File: src/rtl/hdvd_capture.sv
// hdvd_capture: samples pixels qualified by HD/VD, measures line length and
// frame height, locks after a run of matching frames, then streams pixels
// tagged with x/y coordinates, start-of-frame and end-of-line markers.
module hdvd_capture #(
  parameter int DATA_W      = 8,
  parameter int H_W         = 16,
  parameter int V_W         = 13,
  parameter int LOCK_FRAMES = 2
) (
  input  logic              clk,
  input  logic              rst,
  input  logic              hd_i,
  input  logic              vd_i,
  input  logic [DATA_W-1:0] pix_i,
  output logic [DATA_W-1:0] pix_o,
  output logic              pix_valid_o,
  output logic              sof_o,
  output logic              eol_o,
  output logic [H_W-1:0]    x_o,
  output logic [V_W-1:0]    y_o,
  output logic [H_W-1:0]    line_len_o,
  output logic [V_W-1:0]    frame_lines_o,
  output logic              locked_o,
  output logic              err_o
);

  localparam int MC_W = $clog2(LOCK_FRAMES + 1);

  typedef enum logic [1:0] {S_SEARCH, S_MEASURE, S_CHECK, S_LOCKED} state_t;

  // Counters hold at all-ones; reaching that value is flagged as a violation.
  function automatic logic [H_W-1:0] sat_inc_h(input logic [H_W-1:0] v);
    return (&v) ? v : v + H_W'(1);
  endfunction

  function automatic logic [V_W-1:0] sat_inc_v(input logic [V_W-1:0] v);
    return (&v) ? v : v + V_W'(1);
  endfunction

  state_t            state_q, state_d;

  logic              hd_p1, vd_p1;
  logic [DATA_W-1:0] pix_p1;
  logic              hq_p2, vd_p2;

  logic [H_W-1:0]    hcnt_q, hcnt_d;
  logic [V_W-1:0]    lcnt_q, lcnt_d;
  logic [V_W-1:0]    ycnt_q, ycnt_d;
  logic [H_W-1:0]    ref_len_q, ref_len_d;
  logic [V_W-1:0]    ref_lines_q, ref_lines_d;
  logic              len_set_q, len_set_d;
  logic [MC_W-1:0]   match_cnt_q, match_cnt_d;
  logic              out_en_q, out_en_d;
  logic              err_q, err_d;

  logic              vld_p1, sof_p1, eol_p1;
  logic [H_W-1:0]    x_p1;
  logic [V_W-1:0]    y_p1;
  logic              vld_p2, sof_p2, eol_p2;
  logic [H_W-1:0]    x_p2;
  logic [V_W-1:0]    y_p2;
  logic [DATA_W-1:0] pix_p2;

  logic              hq, hq_rise, line_end;
  logic              vd_rise, vd_fall, frame_end, frame_viol;
  logic              sat_viol, struct_viol, len_bad, frm_bad, viol;
  logic [H_W-1:0]    hpos;
  logic [V_W-1:0]    ypos;
  logic [MC_W-1:0]   mc_inc;

  // Stage 1: pin registers, plus one cycle of history for edge detection
  always_ff @(posedge clk) begin
    hd_p1  <= hd_i;
    vd_p1  <= vd_i;
    pix_p1 <= pix_i;
    hq_p2  <= hd_p1 & vd_p1;
    vd_p2  <= vd_p1;
  end

  // HD only counts inside VD, so HD activity during vertical blanking is
  // invisible and a simultaneous HD/VD rise opens the first line.
  assign hq          = hd_p1 & vd_p1;
  assign hq_rise     = hq & ~hq_p2;
  assign line_end    = ~hq & hq_p2 & vd_p1;
  assign vd_rise     = vd_p1 & ~vd_p2;
  assign vd_fall     = ~vd_p1 & vd_p2;
  assign frame_end   = vd_fall & ~hq_p2;
  assign frame_viol  = vd_fall & hq_p2;
  assign hpos        = hq_rise ? '0 : hcnt_q;
  assign ypos        = vd_rise ? '0 : ycnt_q;
  assign sat_viol    = (hq & ~hq_rise & (&hcnt_q)) | (hq_rise & ~vd_rise & (&lcnt_q));
  assign struct_viol = frame_viol | sat_viol;
  assign len_bad     = (line_end & (hcnt_q != ref_len_q)) | (hq & (hpos >= ref_len_q));
  assign frm_bad     = frame_end & (lcnt_q != ref_lines_q);
  assign viol        = struct_viol | len_bad | frm_bad;
  assign mc_inc      = match_cnt_q + MC_W'(1);

  // Line/frame measurement counters, running in every state
  always_comb begin
    hcnt_d = hcnt_q;
    lcnt_d = lcnt_q;
    ycnt_d = ycnt_q;
    if (hq) begin
      hcnt_d = sat_inc_h(hpos);
    end
    if (vd_rise) begin
      lcnt_d = hq_rise ? V_W'(1) : '0;
      ycnt_d = '0;
    end else begin
      if (hq_rise) begin
        lcnt_d = sat_inc_v(lcnt_q);
      end
      if (line_end) begin
        ycnt_d = sat_inc_v(ycnt_q);
      end
    end
  end

  // Reference capture and consecutive-match counting
  always_comb begin
    ref_len_d   = ref_len_q;
    ref_lines_d = ref_lines_q;
    len_set_d   = len_set_q;
    match_cnt_d = match_cnt_q;
    case (state_q)
      S_SEARCH: begin
        if (vd_rise) begin
          len_set_d = 1'b0;
        end
      end
      S_MEASURE: begin
        if (line_end && !len_set_q) begin
          ref_len_d = hcnt_q;
          len_set_d = 1'b1;
        end
        if (frame_end) begin
          ref_lines_d = lcnt_q;
          match_cnt_d = MC_W'(1);
        end
      end
      S_CHECK: begin
        if (frame_end && !viol) begin
          match_cnt_d = mc_inc;
        end
      end
      default: begin
      end
    endcase
  end

  // FSM next-state logic
  always_comb begin
    state_d = state_q;
    case (state_q)
      S_SEARCH: begin
        if (vd_rise) begin
          state_d = S_MEASURE;
        end
      end
      S_MEASURE: begin
        if (struct_viol) begin
          state_d = S_SEARCH;
        end else if (frame_end) begin
          if (!len_set_q) begin
            state_d = S_SEARCH;
          end else if (LOCK_FRAMES <= 1) begin
            state_d = S_LOCKED;
          end else begin
            state_d = S_CHECK;
          end
        end
      end
      S_CHECK: begin
        if (viol) begin
          state_d = S_SEARCH;
        end else if (frame_end && (mc_inc == MC_W'(LOCK_FRAMES))) begin
          state_d = S_LOCKED;
        end
      end
      S_LOCKED: begin
        if (viol) begin
          state_d = S_SEARCH;
        end
      end
      default: begin
        state_d = S_SEARCH;
      end
    endcase
  end

  // FSM outputs: output only opens at a VD rise seen while locked, so a
  // partial frame never leaks out; the violating pixel itself is dropped.
  always_comb begin
    err_d    = 1'b0;
    out_en_d = 1'b0;
    vld_p1   = 1'b0;
    if (state_q == S_LOCKED) begin
      err_d    = viol;
      out_en_d = !viol && (out_en_q || vd_rise);
      vld_p1   = hq && (out_en_q || vd_rise) && !viol;
    end
    sof_p1 = vld_p1 && (hpos == '0) && (ypos == '0);
    eol_p1 = vld_p1 && (hpos == ref_len_q - H_W'(1));
    x_p1   = vld_p1 ? hpos : '0;
    y_p1   = vld_p1 ? ypos : '0;
  end

  // FSM state and control registers
  always_ff @(posedge clk) begin
    if (rst) begin
      state_q     <= S_SEARCH;
      hcnt_q      <= '0;
      lcnt_q      <= '0;
      ycnt_q      <= '0;
      ref_len_q   <= '0;
      ref_lines_q <= '0;
      len_set_q   <= 1'b0;
      match_cnt_q <= '0;
      out_en_q    <= 1'b0;
      err_q       <= 1'b0;
    end else begin
      state_q     <= state_d;
      hcnt_q      <= hcnt_d;
      lcnt_q      <= lcnt_d;
      ycnt_q      <= ycnt_d;
      ref_len_q   <= ref_len_d;
      ref_lines_q <= ref_lines_d;
      len_set_q   <= len_set_d;
      match_cnt_q <= match_cnt_d;
      out_en_q    <= out_en_d;
      err_q       <= err_d;
    end
  end

  // Stage 2: output markers and coordinates
  always_ff @(posedge clk) begin
    if (rst) begin
      vld_p2 <= 1'b0;
      sof_p2 <= 1'b0;
      eol_p2 <= 1'b0;
      x_p2   <= '0;
      y_p2   <= '0;
    end else begin
      vld_p2 <= vld_p1;
      sof_p2 <= sof_p1;
      eol_p2 <= eol_p1;
      x_p2   <= x_p1;
      y_p2   <= y_p1;
    end
  end

  // Stage 2: pixel data
  always_ff @(posedge clk) begin
    pix_p2 <= pix_p1;
  end

  assign pix_o         = vld_p2 ? pix_p2 : '0;
  assign pix_valid_o   = vld_p2;
  assign sof_o         = sof_p2;
  assign eol_o         = eol_p2;
  assign x_o           = x_p2;
  assign y_o           = y_p2;
  assign line_len_o    = ref_len_q;
  assign frame_lines_o = ref_lines_q;
  assign locked_o      = (state_q == S_LOCKED);
  assign err_o         = err_q;

endmodule
File: config.mk
export PLATFORM = sky130hd
export DESIGN_NAME = hdvd_capture
export DESIGN_NICKNAME = d
export VERILOG_FILES = /design/src/rtl/hdvd_capture.sv
export SDC_FILE = /design/constraint.sdc
export NUM_CORES = 1
export LEC_CHECK = 0
export ABC_AREA = 1
export BUFFER_PORTS_ARGS = -buffer_cell sky130_fd_sc_hd__clkbuf_2
export CORE_MARGIN = 1
export CORE_UTILIZATION = 60
export CTS_BUF_LIST = sky130_fd_sc_hd__clkbuf_8
export DETAILED_ROUTE_END_ITERATION = 6
export GPL_ROUTABILITY_DRIVEN = 0
export PLACE_DENSITY = 0.91
export REMOVE_ABC_BUFFERS = 1
export SYNTH_ARGS = -nofsm -noshare
export SYNTH_HDL_FRONTEND = slang
export SYNTH_SLANG_ARGS = --single-unit
File: constraint.sdc
create_clock -name clk -period 3.85 [get_ports clk]
set_clock_uncertainty 0.05 [all_clocks]
set_input_delay 0.1925 -clock clk [delete_from_list [all_inputs] [get_ports clk]]
set_output_delay 0.1925 -clock clk [all_outputs]
set_load 0.01 [all_outputs]
==> results.toml <==
[outcome]
status = "finished clean"

[cells_and_area]
nets = 961
final_core_util_pct = 73.1
drive_gt1_share_pct = 17.6
fin_area_um2 = 7270
diodes = 0
syn2layout_area_growth_pct = 16.0

[sta]
fin_crit_ns = 2.95
worst_slack_ns = 0.899
slew_headroom_pct = 17.2
rsz0062_at_grt = "no"
period_share_pct = 76.6
hold_slack_ns = 0.134
setup_tns_ns = 0
hold_violations = 0
fmax_mhz = 339
finalMaxSlewViolations = 0
worstMarginPinSlew_ns = 1.24
setup_viol = 0

[clock_tree]
cts_max_path_buffers = 2
cts_resized = 0
worst_skew_pair.late_latency_ns = 0.43
ctsHoldBuffers = 10
cts.sink_count = 130
clockRootBuffer = "clkbuf_8"
clkTransAtPathRegs_ns = 0.08
cts_buffers = 17
cts_tree = "done"
post_cts_buffers = 0
cts-htree-levels = 4

[critical_path]
required_ns = 4.15
start_kind = "register"
cp-end-kind = "register"
cp_max_fo = 32
worstPathArrival_ns = 3.25
critPathKind = "reg2reg"

[placement]
dp_hpwl_um = 10900
place_worst_setup_slack_ns = 0.969
dpl_cell_area_um2 = 6770
io_buffers = 82

[logic_synthesis]
ys_seq_area_share_pct = 41.5
syn-cell-area_um2 = 6270
synth-edff-count = 0
ys_top_cells_by_area = "dfxtp_1 (42%), nand2_1 (7.5%), inv_1 (7.0%)"
async_flop_share_pct = 0
netlist.top_cell.by_area = "dfxtp_1"
synth_top_area_share_pct = 41.5
syn_avg_cell_area_um2 = 7.53
synthFlopType = "dfxtp_1"
synth_warnings = 0
synth-seq-cells = 130
yosysUniqueCellTypes = 41
synth_cells = 833

[flow_run]
cap_viol_max_count = 0

[route]
wl_per_cell_um = 14.1
drt_wl_total_um = 15200
ant_nets = 0
drcViolationCount = 0
dr.pass1.iters = 5
via_per_inst = 5.52
vias = 5929
drtIter0Drc = 363

[worst_hold_path]
hp-class = "in2reg"

[floorplan]
core-area_um2 = 9950
num_rows = 36
dieHeight_um = 104
initial_core_util_pct = 63.0
ios = 83
die_area_um2 = 10900
fp.dieW_um = 104

[power_and_ir_drop]
vdd_drop_max_mv = 0.258
power.leakage_nw = 3.24
power_density_nw_per_um2 = 413

[global_route]
gr-total-overflow = 0
grt_max_degree = 43
grt.total_usage_pct = 29.0
grt_pass1_vias = 5709
antenna_found_initial = 0
grt_first_pass_wirelength_um = 25500
-- final timing paths --
kind | start | endpoint | slack (ns) | cells after the start
max | vd_p1$_DFF_P_ | y_o[0]$_SDFF_PP0_ | 0.90 | 20
min reg2reg | pix_p1[7]$_DFF_P_ | pix_p2[7]$_DFF_P_ | 0.28 | 0
max reg2reg | vd_p1$_DFF_P_ | y_o[0]$_SDFF_PP0_ | 0.90 | 20
min | rst | lcnt_q[1]$_SDFFE_PP0P_ | 0.13 | 2
-- cell usage after synthesis (5+ instances only) --
library cell  number
nor3_2            13
nand4_1           14
nor2_2             7
inv_1            117
nand2_2            5
ha_1              21
o21ai_1            5
xor2_1            27
nand3_1           42
nor2_1            89
xnor2_1           15
o21ai_0           55
inv_2              6
nand2_1          125
nor3_1            31
a21oi_1           77
clkbuf_1          15
dfxtp_1          130
-- cell type report --
class | instances | area (um^2)
repair buffers | 95 | 533
inverters | 124 | 468
clock buffers | 18 | 248
well taps | 133 | 166
flip-flops and latches | 130 | 2600
multi-input cells | 560 | 3100
clock inverters | 14 | 154
fillers | 770 | 2680
-- where the power goes --
| group | switching (mW) | internal [mW] | leakage [nW] |
|---|---|---|---|
| clock | 0.576 | 0.601 | 0.191 |
| sequential | 0.0371 | 1.39 | 1.06 |
| combinational | 0.255 | 0.148 | 1.99 |
| total | 0.868 | 2.14 | 3.24 |
-- worst max-delay path: stages (launching register included) --
cell and delay, ns:
dfxtp_1 0.39, nand3_2 0.26, inv_2 0.29, nor2_1 0.09, inv_1 0.14, ha_1 0.26, inv_1 0.07, nand2_1 0.05
nand2_1 0.05, nand3_1 0.07, nand3_1 0.07, nand2_1 0.05, nand2_1 0.05, nand2_1 0.06, nand2_1 0.06, nand2_1 0.05
nand2_2 0.10, nand2_2 0.08, nor2_4 0.12, nand2_4 0.26, nor3_1 0.23
-- sequential cells by signal (all words and copies together) (netlist names), 2 cells and up --
name           flops
lcnt_q            13
pix_p2             8
state_q            2
y_o               13
pix_p1             8
line_len_o        16
x_o               16
frame_lines_o     13
hcnt_q            16
ycnt_q            13
match_cnt_q        2
-- cells by family after synthesis --
family | synth area share [%]
buf+inv | 9.08
simple gates | 26.3
flops | 41.5
fa+ha+maj | 4.19
compound gates | 13.0
xor+xnor | 5.87
-- metal layers --
metal | vias up | share of wire [%] | track usage, %
li1 | 2901 | - | -
met1 | 2723 | 42 | 35.1
met2 | 255 | 48 | 48.9
met3 | 50 | 7.2 | 5.83
met4 | 0 | 3.3 | 14.7
met5 | - | 0 | 0
-- stage by stage --
| stage | total power [mW] | std cells |
|---|---|---|
| final | 3.00 | 1074 |
| after detailed placement | 1.84 | 1032 |
| after CTS | 3.01 | 1074 |
| after global routing | 3.13 | 1074 |
| after floorplan | 1.73 | 814 |
| after global placement | 1.83 | 1032 |
-- placed cells by master (no fill, tap or decap), types with 2 or more instances in the layout --
| master | n |
|---|---|
| a21oi_1 | 77 |
| nor4_1 | 4 |
| nor3b_2 | 2 |
| nand3_1 | 42 |
| nor2_4 | 3 |
| nor2_2 | 8 |
| dlygate4sd3_1 | 10 |
| nor3_1 | 31 |
| o21a_1 | 2 |
| dfxtp_1 | 130 |
| xor2_1 | 27 |
| bufinv_16 | 2 |
| nand2_4 | 4 |
| clkbuf_8 | 18 |
| a41oi_1 | 3 |
| clkinvlp_4 | 5 |
| xnor2_1 | 15 |
| inv_6 | 5 |
| nor3_2 | 13 |
| inv_1 | 118 |
| o21ai_0 | 55 |
| ha_1 | 21 |
| nand3_2 | 2 |
| nand2_1 | 125 |
| clkbuf_2 | 82 |
| inv_2 | 6 |
| nor2_1 | 88 |
| nand2_2 | 5 |
| o21ai_1 | 5 |
| buf_4 | 3 |
| nand4_1 | 14 |
Note: power is estimated with default switching activity, not from simulation.
